===== src/rtl/branch_sequencer.sv =====
// Control-transfer sequencer: accepts one BRANCH/JAL/JALR request, runs the compare-unit
// handshake for conditional branches and presents one redirect to fetch with backpressure.
module branch_sequencer #(
  parameter int          TIMEOUT  = 15,
  parameter logic [31:0] RESET_PC = 32'h0000_0000
) (
  input  logic        clk,
  input  logic        rst,
  input  logic        req_valid,
  output logic        req_ready,
  input  logic [1:0]  req_op,
  input  logic [2:0]  req_funct3,
  input  logic [31:0] req_pc,
  input  logic [31:0] req_imm,
  input  logic [31:0] req_rs1,
  input  logic [31:0] req_rs2,
  output logic        bu_start,
  output logic [31:0] bu_rs1,
  output logic [31:0] bu_rs2,
  output logic [2:0]  bu_funct3,
  input  logic        bu_done,
  input  logic        bu_jump,
  output logic        redirect_valid,
  input  logic        redirect_ready,
  output logic [31:0] redirect_pc,
  output logic [31:0] link_addr,
  output logic        taken,
  output logic        misaligned,
  output logic        illegal,
  output logic        timeout
);

  typedef enum logic [1:0] {IDLE, ISSUE, WAIT, RESP} state_t;

  localparam logic [1:0] OP_BRANCH = 2'b00;
  localparam logic [1:0] OP_JAL    = 2'b01;
  localparam logic [1:0] OP_JALR   = 2'b10;
  localparam int         CW        = $clog2(TIMEOUT + 1);

  typedef struct packed {
    logic [31:0] target;
    logic [31:0] link;
    logic        taken;
    logic        mis;
    logic        ill;
  } result_t;

  // Full redirect result for one request; jump is only meaningful for BRANCH.
  function automatic result_t resolve(input logic [1:0] op, input logic [2:0] f3,
                                      input logic [31:0] pc, input logic [31:0] imm,
                                      input logic [31:0] rs1, input logic jump);
    result_t r;
    r.link  = pc + 32'd4;
    r.ill   = (op == 2'b11) || (op == OP_BRANCH && f3[2:1] == 2'b01);
    r.taken = 1'b0;
    r.target = pc + 32'd4;
    if (!r.ill) begin
      case (op)
        OP_JAL:  begin r.taken = 1'b1; r.target = pc + imm; end
        OP_JALR: begin r.taken = 1'b1; r.target = (rs1 + imm) & ~32'h1; end
        default: begin r.taken = jump; r.target = jump ? pc + imm : pc + 32'd4; end
      endcase
    end
    r.mis = r.taken && (r.target[1:0] != 2'b00);
    return r;
  endfunction

  state_t         state_reg;
  logic [1:0]     op_reg;
  logic [2:0]     funct3_reg;
  logic [31:0]    pc_reg;
  logic [31:0]    imm_reg;
  logic [31:0]    rs1_reg;
  logic [31:0]    rs2_reg;
  logic [CW-1:0]  cnt_reg;

  result_t res_accept;
  result_t res_wait;
  result_t res_load;
  logic    branch_req;

  assign bu_rs1    = rs1_reg;
  assign bu_rs2    = rs2_reg;
  assign bu_funct3 = funct3_reg;

  always_comb begin
    branch_req = (req_op == OP_BRANCH) && (req_funct3[2:1] != 2'b01);
    res_accept = resolve(req_op, req_funct3, req_pc, req_imm, req_rs1, 1'b0);
    // A timeout resolves as not-taken, so the jump input is masked by bu_done.
    res_wait   = resolve(op_reg, funct3_reg, pc_reg, imm_reg, rs1_reg, bu_done && bu_jump);
    res_load   = (state_reg == IDLE) ? res_accept : res_wait;
  end

  always_ff @(posedge clk or negedge rst) begin
    if (!rst) begin
      state_reg      <= IDLE;
      op_reg         <= '0;
      funct3_reg     <= '0;
      pc_reg         <= '0;
      imm_reg        <= '0;
      rs1_reg        <= '0;
      rs2_reg        <= '0;
      cnt_reg        <= '0;
      req_ready      <= 1'b1;
      bu_start       <= 1'b0;
      redirect_valid <= 1'b0;
      redirect_pc    <= RESET_PC;
      link_addr      <= '0;
      taken          <= 1'b0;
      misaligned     <= 1'b0;
      illegal        <= 1'b0;
      timeout        <= 1'b0;
    end else begin
      case (state_reg)
        IDLE: begin
          if (req_valid) begin
            op_reg     <= req_op;
            funct3_reg <= req_funct3;
            pc_reg     <= req_pc;
            imm_reg    <= req_imm;
            rs1_reg    <= req_rs1;
            rs2_reg    <= req_rs2;
            req_ready  <= 1'b0;
            timeout    <= 1'b0;
            misaligned <= 1'b0;
            illegal    <= 1'b0;
            if (branch_req) begin
              state_reg <= ISSUE;
              bu_start  <= 1'b1;
            end else begin
              state_reg      <= RESP;
              redirect_valid <= 1'b1;
              redirect_pc    <= res_load.target;
              link_addr      <= res_load.link;
              taken          <= res_load.taken;
              misaligned     <= res_load.mis;
              illegal        <= res_load.ill;
            end
          end
        end
        ISSUE: begin
          // bu_done here may be a stale level from the previous compare.
          state_reg <= WAIT;
          cnt_reg   <= '0;
        end
        WAIT: begin
          if (bu_done || cnt_reg == CW'(TIMEOUT - 1)) begin
            state_reg      <= RESP;
            bu_start       <= 1'b0;
            redirect_valid <= 1'b1;
            redirect_pc    <= res_load.target;
            link_addr      <= res_load.link;
            taken          <= res_load.taken;
            misaligned     <= res_load.mis;
            illegal        <= res_load.ill;
            timeout        <= !bu_done;
          end else begin
            cnt_reg <= cnt_reg + CW'(1);
          end
        end
        RESP: begin
          if (redirect_ready) begin
            state_reg      <= IDLE;
            redirect_valid <= 1'b0;
            req_ready      <= 1'b1;
          end
        end
        default: state_reg <= IDLE;
      endcase
    end
  end

endmodule


===== config.mk =====
export PLATFORM = sky130hd
export DESIGN_NAME = branch_sequencer
export DESIGN_NICKNAME = d
export VERILOG_FILES = /design/src/rtl/branch_sequencer.sv
export SDC_FILE = /design/constraint.sdc
export NUM_CORES = 1
export LEC_CHECK = 0
export BUFFER_PORTS_ARGS = -buffer_cell sky130_fd_sc_hd__buf_2
export CORE_MARGIN = 3
export CORE_UTILIZATION = 45
export CTS_BUF_LIST = sky130_fd_sc_hd__clkbuf_4 sky130_fd_sc_hd__clkbuf_8
export CTS_CLUSTER_SIZE = 28
export DETAILED_ROUTE_END_ITERATION = 10
export PLACE_DENSITY = 0.62
export SLEW_MARGIN = 40
export SYNTH_ARGS = -nofsm -noshare
export SYNTH_HDL_FRONTEND = slang
export SYNTH_SLANG_ARGS = --single-unit

===== constraint.sdc =====
create_clock -name clk -period 6.7 [get_ports clk]
set_input_delay 1.34 -clock clk [delete_from_list [all_inputs] [get_ports clk]]
set_output_delay 1.34 -clock clk [all_outputs]
set_load 0.01 [all_outputs]

==> impl_metrics.yaml, run 1 <==
sta:
  tightest_slew_ns: 0.7870
  fin_crit_sh_pct: 61.83
  layout_min_cycle_time_ns: 4.142
  slew-limit-headroom_pct: 46.85
  holdWs_ns: 0.4674
  setup_viol: 0
  tns_ns: 0
  hold_viol: 0
  skew_ns: 0.03750
  max_freq_mhz: 241.4
  slew_violations: 0
  rsz0062_at_grt: "no"
global_route:
  grt_pass1_vias: 16849
  groute.usage.overall_pct: 33.08
  grt_pass1_wl_um: 104200
  grt_max_degree: 106
  grt_overflow_total: 0
  antenna_found_initial: 1
place:
  routabilityCongestion: 0.9485
  numPortBuffers: 276
  hpwl_um: 54290
yosys:
  async_reset_ff_share_pct: 100.0
  ys_top_cells_by_count: "nand2_1 (211), dfrtp_1 (209), a21oi_1 (163), nor2_1 (140), ha_1 (138)"
  yosys.area.top_type_share_pct: 30.01
  ys_seq_area_share_pct: 30.16
  yosysWarnings: 0
  syn_area_um2: 17430
  ys_seq_elements: 210
  synth.most_common_cell: "nand2_1"
  yosys.area.top_type: "dfrtp_1"
  synth_cell_type_count: 90
  synth_ff_type: "dfrtp_1"
  synth_nets: 2301
  synth_area_leaders: "dfrtp_1 (30%), ha_1 (9.9%), mux2_2 (8.3%)"
  syn_inst: 2020
  synth.avg_cell_area_um2: 8.627
  synth_edf_count: 0
cts:
  cts_buffer_depth: 3
  clock-sinks: 210
  holdBufCountCts: 0
  root_buffer: "clkbuf_8"
  numCtsBuffers: 42
  cts-resized-gates: 0
  cts_tree: "yes"
  cts_setup_buffers: 0
  h-tree-depth: 2
  cts.clk_slew.worst_paths_ns: 0.06
  clock_latency_ns: 0.63
worst_setup_path:
  crit_path_start_kind: "flop"
  endpoint_kind: "flop"
  arrival_ns: 4.66
  worstPathRequired_ns: 7.22
  path_class: "flop to flop"
  crit_fanout: 5
power:
  peakVddDrop_mv: 0.2328
  p_leak_nw: 9.209
  power_density_nw_per_um2: 551.3
floorplanning:
  fp-row-count: 71
  core-area_um2: 37930
  die_area_um2: 41120
  initial_core_util_pct: 45.94
  io_pins: 277
  die_w_um: 202.8
  die_h_um: 202.8
route:
  routed_wirelength_um: 70080
  drtIter0Drc: 1592
  vias: 17455
  wl_per_cell_um: 24.93
  viasPerCell: 6.210
  antenna_left: 0
  firstDrtPassIters: 5
  remaining_drc_errors: 0
run_status:
  status: "finished, final reports clean"
final_layout:
  nets: 2552
  drive_gt1_share_pct: 23.14
  syn_to_final_growth_pct: 15.90
flow_run:
  cap_violations: 0
min_path:
  hp-class: "flop to flop"
-- worst max-delay path, cell delays in order (launching register included) --
cell	delay, ns
dfrtp_1	0.41
ha_1	0.35
a21oi_1	0.19
a21oi_1	0.20
nor4_1	0.73
o221ai_1	0.33
a41o_1	0.40
o31ai_1	0.66
a31oi_1	0.28
xnor2_1	0.21
o311ai_1	0.27
-- per-stage QoR --
step                instances  power [W]  util, %  area (µm²)  setup WS [ns]
finish                   2811    0.01113    53.25       20200          2.558
global route             2810    0.01187    53.24       20200          2.445
CTS                      2809    0.01101    53.17       20170          2.675
detailed placement       2737   0.009531    50.86       19290          2.109
global placement         2737   0.009462    50.81       19270          2.130
floorplan                2020   0.007111        -       17430          2.966
-- cells by family after synthesis --
kind of cell | count (synthesis) | synth area share (%)
flops | 210 | 30.16
xor+xnor | 135 | 6.785
simple gates | 611 | 16.38
compound gates | 620 | 23.53
fa+ha+maj | 142 | 10.37
mux | 148 | 9.427
buf+inv | 154 | 3.346
-- where the power goes --
part           total [W]  leakage, nW  internal, W  switching, W
Combinational    0.00706         6.24      0.00276       0.00430
Sequential       0.00265         2.51      0.00192      0.000731
Clock            0.00142        0.457     0.000797      0.000625
-- final timing paths --
check,startpoint,endpoint,slack (ns),depth (start not counted)
setup / recovery,bu_rs1[2]$_DFFE_PN0P_,redirect_pc[31]$_DFFE_PN0P_,2.56,10
hold / removal,link_addr[17]$_DFFE_PN0P_,link_addr[17]$_DFFE_PN0P_,0.47,2
setup reg to reg,bu_rs1[2]$_DFFE_PN0P_,redirect_pc[31]$_DFFE_PN0P_,2.56,10
hold reg to reg,link_addr[17]$_DFFE_PN0P_,link_addr[17]$_DFFE_PN0P_,0.47,2
max in group asynchronous,rst,redirect_pc[20]$_DFFE_PN0P_,4.55,3
min in group asynchronous,rst,bu_rs2[28]$_DFFE_PN0P_,0.62,1
-- cell type report --
cell class / count / area [µm²]
inverter: 68 / 255.2
clock buffer: 64 / 799.5
fill: 3691 / 17730
multi-input combinational: 1656 / 11630
clock inverter: 8 / 76.32
tap: 511 / 639.4
timing repair buffer: 293 / 1539
sequential: 210 / 5256
antenna: 1 / 2.502
-- cells in the final DEF, fill, tap and decap left out, drive strengths merged, types with 19 or more instances in the layout --
| cell type | Yosys | routed |
|---|---|---|
| buf | 18 | 293 |
| nand2 | 211 | 211 |
| dfrtp | 209 | 209 |
| a21oi | 164 | 164 |
| nor2 | 140 | 140 |
| ha | 138 | 138 |
| o21ai | 133 | 133 |
| mux2 | 129 | 129 |
| xnor2 | 78 | 78 |
| nand3 | 70 | 70 |
| inv | 67 | 68 |
| clkbuf | 68 | 64 |
| xor2 | 57 | 57 |
| a21o | 57 | 57 |
| nor3 | 41 | 41 |
| a31oi | 35 | 35 |
| nand4 | 34 | 34 |
| and3 | 28 | 28 |
| nand2b | 23 | 23 |
| a211oi | 23 | 23 |
| o211ai | 21 | 21 |
| mux2i | 19 | 19 |
-- metal layers --
metal / vias up / global-route usage, % / routed length (µm)
li1: 8037 / - / -
met1: 8480 / 48.69 / 32000
met2: 843 / 49.37 / 29520
met3: 93 / 7.343 / 7055
met4: 2 / 8.067 / 1496
met5: - / 0 / 12
No activity file was read; power rests on OpenSTA's default activity.
==> inputs of run 2 (changes only) <==
==> constraint.sdc (replaced) <==
create_clock -name clk -period 4.1 [get_ports clk]
set_input_delay 0.82 -clock clk [delete_from_list [all_inputs] [get_ports clk]]
set_output_delay 0.82 -clock clk [all_outputs]
set_load 0.01 [all_outputs]
==> run 2 against run 1 <==
Worst setup slack worse by 2.2 ns. Critical path depth is 1 higher. Hold slack worse by 0.21 ns. Global-route usage is 0.25 points lower. Sequential share of layout area is 0.40 points lower. Sequential power is 64% higher. First-iteration DRC count is 9.0% higher. Register-to-register slack worse by 2.2 ns. Count of clock-buffer cells in the layout is 2 lower. Cell area is 1.6% higher. Via count is 0.68% higher. Wire length is 1.9% lower. Critical path type unchanged.
==> impl_metrics.yaml, run 2 (synthesized netlist as in run 1, its figures left out) <==
worst_setup_path:
  worstPathRequired_ns: 4.58
  path_class: "flop to flop"
  arrival_ns: 4.17
  crit_fanout: 5
  endpoint_kind: "flop"
  crit_path_start_kind: "flop"
final_layout:
  fin_util_pct: 54.08
  drive_gt1_share_pct: 24.15
  final_cell_count_no_fill: 2846
  syn_to_final_growth_pct: 17.71
  final_common_cell: "buf_2"
  diodes: 0
  final_cell_mix: "buf_2 (275), nand2_1 (210), dfrtp_1 (209)"
  nets: 2589
route:
  drtIter0Drc: 1736
  firstDrtPassIters: 5
  viasPerCell: 6.175
  wl_per_cell_um: 24.15
  remaining_drc_errors: 0
  antenna_left: 0
  routed_wirelength_um: 68740
  vias: 17574
sta:
  hold_viol: 0
  holdWs_ns: 0.2561
  tns_ns: 0
  fin_crit_sh_pct: 90.07
  setup_viol: 0
  slew_violations: 0
  tightest_slew_ns: 0.8431
  rsz0062_at_grt: "no"
  skew_ns: 0.01392
  layout_min_cycle_time_ns: 3.693
  max_freq_mhz: 270.8
  slew-limit-headroom_pct: 43.79
floorplanning:
  die_w_um: 202.8
  io_pins: 277
  die_h_um: 202.8
  die_area_um2: 41120
  core-area_um2: 37930
  fp-row-count: 71
  initial_core_util_pct: 45.94
cts:
  holdBufCountCts: 0
  cts.clk_slew.worst_paths_ns: 0.06
  clock-sinks: 210
  root_buffer: "clkbuf_8"
  numCtsBuffers: 41
  cts_setup_buffers: 0
  cts_tree: "yes"
  cts-resized-gates: 0
  clock_latency_ns: 0.59
  h-tree-depth: 2
  cts_buffer_depth: 3
place:
  dp.cells: 2776
  numPortBuffers: 276
  hpwl_um: 53960
  routabilityCongestion: 0.9469
power:
  p_leak_nw: 9.424
  power_w: 0.01824
  power_density_nw_per_um2: 889.3
  peakVddDrop_mv: 0.3685
flow_run:
  cap_violations: 0
global_route:
  grt_max_degree: 142
  grt_pass1_vias: 16978
  grt_overflow_total: 0
  antenna_found_initial: 1
  grt_pass1_wl_um: 104000
  groute.usage.overall_pct: 32.82
run_status:
  status: "finished, final reports clean"
min_path:
  hp-class: "input port to async pin"
[run 2: changes by cell type in the layout (fill, tap and decap cells not counted), moves of 3 or more]
cell / previous run / this run
clkinv_2: 3 / 6
clkinvlp_4: 3 / 0
clkbuf_8: 51 / 54
buf_4: 16 / 51
buf_12: 0 / 4
clkbuf_4: 13 / 8
[run 2: worst paths after layout]
check	end	startpoint	slack, ns	cells after the start
worst max-delay path	redirect_pc[28]$_DFFE_PN0P_	bu_rs1[3]$_DFFE_PN0P_	0.41	11
worst min-delay path	bu_rs2[29]$_DFFE_PN0P_	rst	0.26	1
worst max register to register	redirect_pc[28]$_DFFE_PN0P_	bu_rs1[3]$_DFFE_PN0P_	0.41	11
worst min register to register	link_addr[23]$_DFFE_PN0P_	link_addr[23]$_DFFE_PN0P_	0.47	2
max in group asynchronous	redirect_pc[24]$_DFFE_PN0P_	rst	2.92	2
min in group clk	bu_rs2[5]$_DFFE_PN0P_	req_rs2[5]	0.46	2
[run 2: metal layers]
layer | vias to the layer above | GRT usage, % | wire length, µm
met3 | 97 | 6.317 | 6566
met4 | 0 | 8.439 | 1483
li1 | 8078 | - | -
met1 | 8544 | 48.95 | 31660
met2 | 855 | 48.75 | 29030
met5 | - | 0 | 0
[run 2: area by class of cell]
| cell class | count | area, µm² |
|---|---|---|
| Fill cell | 3655 | 17420 |
| Tap cell | 511 | 639.4 |
| Multi-Input combinational cell | 1656 | 11610 |
| Timing Repair Buffer | 331 | 1854 |
| Sequential cell | 210 | 5256 |
| Clock inverter | 8 | 90.09 |
| Clock buffer | 62 | 803.3 |
| Inverter | 68 | 255.2 |
[run 2: worst max-delay path, cell delays in order, from the launching register on]
cell,delay (ns)
dfrtp_1,0.43
ha_1,0.38
o211ai_1,0.19
a21oi_1,0.10
o41ai_1,0.72
o21ai_1,0.28
buf_4,0.22
a211o_1,0.30
a31oi_1,0.26
mux2i_1,0.32
a31oi_1,0.18
a21o_1,0.19
[run 2: through the flow]
| stage | cell area, µm² | setup slack [ns] |
|---|---|---|
| finish | 20510 | 0.4070 |
| global route | 20510 | 0.3617 |
| CTS | 20510 | 0.5477 |
| detailed placement | 19620 | 0.2112 |
| global placement | 19620 | 0.2826 |
| floorplan | 17430 | 0.8860 |
[run 2: where the power goes]
group | switching, W | internal (W) | total (W)
Sequential | 0.00121 | 0.00314 | 0.00435
Clock | 0.000954 | 0.00137 | 0.00232
Combinational | 0.00692 | 0.00465 | 0.0116
==> inputs of run 3 (changes only) <==
--- a/config.mk
+++ b/config.mk
@@ -6,7 +6,6 @@
 export NUM_CORES = 1
 export LEC_CHECK = 0
 export BUFFER_PORTS_ARGS = -buffer_cell sky130_fd_sc_hd__buf_2
-export CORE_MARGIN = 3
 export CORE_UTILIZATION = 45
 export CTS_BUF_LIST = sky130_fd_sc_hd__clkbuf_4 sky130_fd_sc_hd__clkbuf_8
 export CTS_CLUSTER_SIZE = 28
==> run 3 against run 2 <==
Sequential power is essentially flat. Register-to-register slack is essentially flat. Clock power increased by 11%. Die area fell by 3.9%. Global-route usage grew 2.2 points. Cell area increased by 0.23%. Sequential share of layout area is 0.059 points lower. Final cell count is the same. Critical path type unchanged. Critical endpoint is now redirect_pc[30]$_DFFE_PN0P_. Largest cell class unchanged.
==> impl_metrics.yaml, run 3 (synthesized netlist as in run 1, its figures left out) <==
floorplanning:
  io_pins: 277
  initial_core_util_pct: 46.05
  fp-row-count: 71
  die_h_um: 198.8
  core-area_um2: 37840
  die_area_um2: 39520
  die_w_um: 198.8
power:
  p_seq_share_pct: 23.5
  p_leak_nw: 9.439
  combPwrFrac_pct: 62.6
  power_density_nw_per_um2: 903.9
  power_w: 0.01858
  clkPwrFrac_pct: 13.9
  power.internal_w: 0.009319
  peakVddDrop_mv: 0.5165
  switching_power_w: 0.009265
  switching_share_pct: 49.85
run_status:
  status: "finished, final reports clean"
global_route:
  grt_pass1_vias: 16692
  grt_overflow_total: 0
  grt_pass1_wl_um: 102900
  groute.usage.overall_pct: 34.99
  antenna_found_initial: 0
  grt_max_degree: 142
worst_setup_path:
  regToRegStartpoint: "imm_reg[1]$_DFFE_PN0P_"
  crit_path_start_kind: "flop"
  endpoint_kind: "flop"
  reg2reg_depth: 11
  cp_slowest_stage_delay_ns: 0.52
  cpMaxStageDelayCell: "o31ai_1"
  arrival_ns: 4.22
  crit_family: "compound AO/OA/AOI/OAI gates"
  cp-startpoint: "imm_reg[1]$_DFFE_PN0P_"
  crit_path_cell_trace: "inv_1, fa_1, nand2b_1, a21oi_1, o41ai_1, o21ai_1, a41oi_1, o31ai_1, mux2i_1, nand4b_1, a22o_1"
  reg2reg_slack_ns: 0.41
  path_class: "flop to flop"
  r2r-end: "redirect_pc[30]$_DFFE_PN0P_"
  crit_fanout: 5
  path_buf_inv: 1
  worstPathRequired_ns: 4.63
place:
  hpwl_um: 53460
  pre_cts_ws_ns: 0.3175
  dp.cells: 2774
  place_area_um2: 19580
  numPortBuffers: 276
  routabilityCongestion: 0.9644
sta:
  slew_violations: 0
  skew_ns: 0.05183
  slew-limit-headroom_pct: 27.77
  layout_min_cycle_time_ns: 3.692
  tightest_slew_ns: 1.083
  tns_ns: 0
  finalWorstSetupSlack_ns: 0.4082
  rsz0062_at_grt: "no"
  fin_crit_sh_pct: 90.04
  setup_viol: 0
  max_freq_mhz: 270.9
  hold_viol: 0
flow_run:
  cap_violations: 0
route:
  antenna_left: 0
  wl_met1_um: 32430
  viasPerCell: 6.182
  vias: 17593
  drtIter0Drc: 1704
  wl_met2_um: 28770
  wl_met3_um: 6014
  routed_wirelength_um: 69080
  firstDrtPassIters: 5
  remaining_drc_errors: 0
  wl_per_cell_um: 24.27
  routed.top_layer: "met4"
final_layout:
  final_area_um2: 20560
  regArea_um2: 5256
  nets: 2586
  syn_to_final_growth_pct: 17.99
  final_cell_count_no_fill: 2846
  drive_gt1_share_pct: 24.24
  diodes: 0
  final_common_cell: "buf_2"
  fill_cells: 3630
  final_cell_mix: "buf_2 (275), nand2_1 (210), dfrtp_1 (209)"
  multiInputGateArea_um2: 11620
min_path:
  hp-class: "input port to async pin"
cts:
  root_buffer: "clkbuf_8"
  cts_setup_buffers: 0
  cts.clk_slew.worst_paths_ns: 0.07
  clock_latency_ns: 0.66
  cts_buffer_depth: 3
  holdBufCountCts: 0
  cts-resized-gates: 0
  numCtsBuffers: 40
  clock-sinks: 210
  h-tree-depth: 2
  cts_tree: "yes"
[run 3: final cells by class]
class	instances	area share, %
clock buffer	60	3.773
clock inverter	12	0.9615
inverter	68	1.241
multi-input combinational	1656	56.53
sequential	210	25.56
tap	511	3.110
timing repair buffer	329	8.824
[run 3: metal layers]
| layer | track usage [%] | vias to the layer above |
|---|---|---|
| li1 | - | 8091 |
| met1 | 51.66 | 8550 |
| met2 | 51.14 | 831 |
| met3 | 6.833 | 121 |
| met4 | 10.06 | 0 |
| met5 | 0 | - |
[run 3: power groups by stage]
| stage | registers (W) | logic, W | clock network [W] |
|---|---|---|---|
| floorplan | 0.00417 | 0.00746 | 0 |
| global placement | 0.00433 | 0.0112 | 0 |
| detailed placement | 0.00435 | 0.0113 | 0 |
| CTS | 0.00432 | 0.0114 | 0.00262 |
| global route | 0.00446 | 0.0127 | 0.00271 |
| finish | 0.00437 | 0.0116 | 0.00258 |
[run 3: through the flow]
| step | utilization, % | hold WS [ns] |
|---|---|---|
| 6_report | 54.33 | 0.1310 |
| 5_1_grt | 54.33 | 0.1702 |
| 4_1_cts | 54.32 | 0.1516 |
| 3_5_place_dp | 51.75 | 0.4558 |
| 3_3_place_gp | 51.73 | 0.4519 |
| 2_1_floorplan | - | 0.4724 |
[run 3: worst max path at each step]
stage / cells after the start / slack (ns) / endpoint
5_1_grt: 11 / 0.34 / redirect_pc[30]$_DFFE_PN0P_
3_3_place_gp: 13 / 0.30 / redirect_pc[31]$_DFFE_PN0P_
6_report: 11 / 0.41 / redirect_pc[30]$_DFFE_PN0P_
3_5_place_dp: 14 / 0.32 / redirect_pc[31]$_DFFE_PN0P_
4_1_cts: 11 / 0.55 / redirect_pc[30]$_DFFE_PN0P_
2_1_floorplan: 10 / 0.89 / redirect_pc[25]$_DFFE_PN0P_
[run 3: worst register-to-register path: stages, from the launching register on]
cell      delay, ns
dfrtp_1        0.46
inv_1          0.09
fa_1           0.41
nand2b_1       0.21
a21oi_1        0.33
o41ai_1        0.19
o21ai_1        0.35
a41oi_1        0.37
o31ai_1        0.52
mux2i_1        0.31
nand4b_1       0.13
a22o_1         0.19
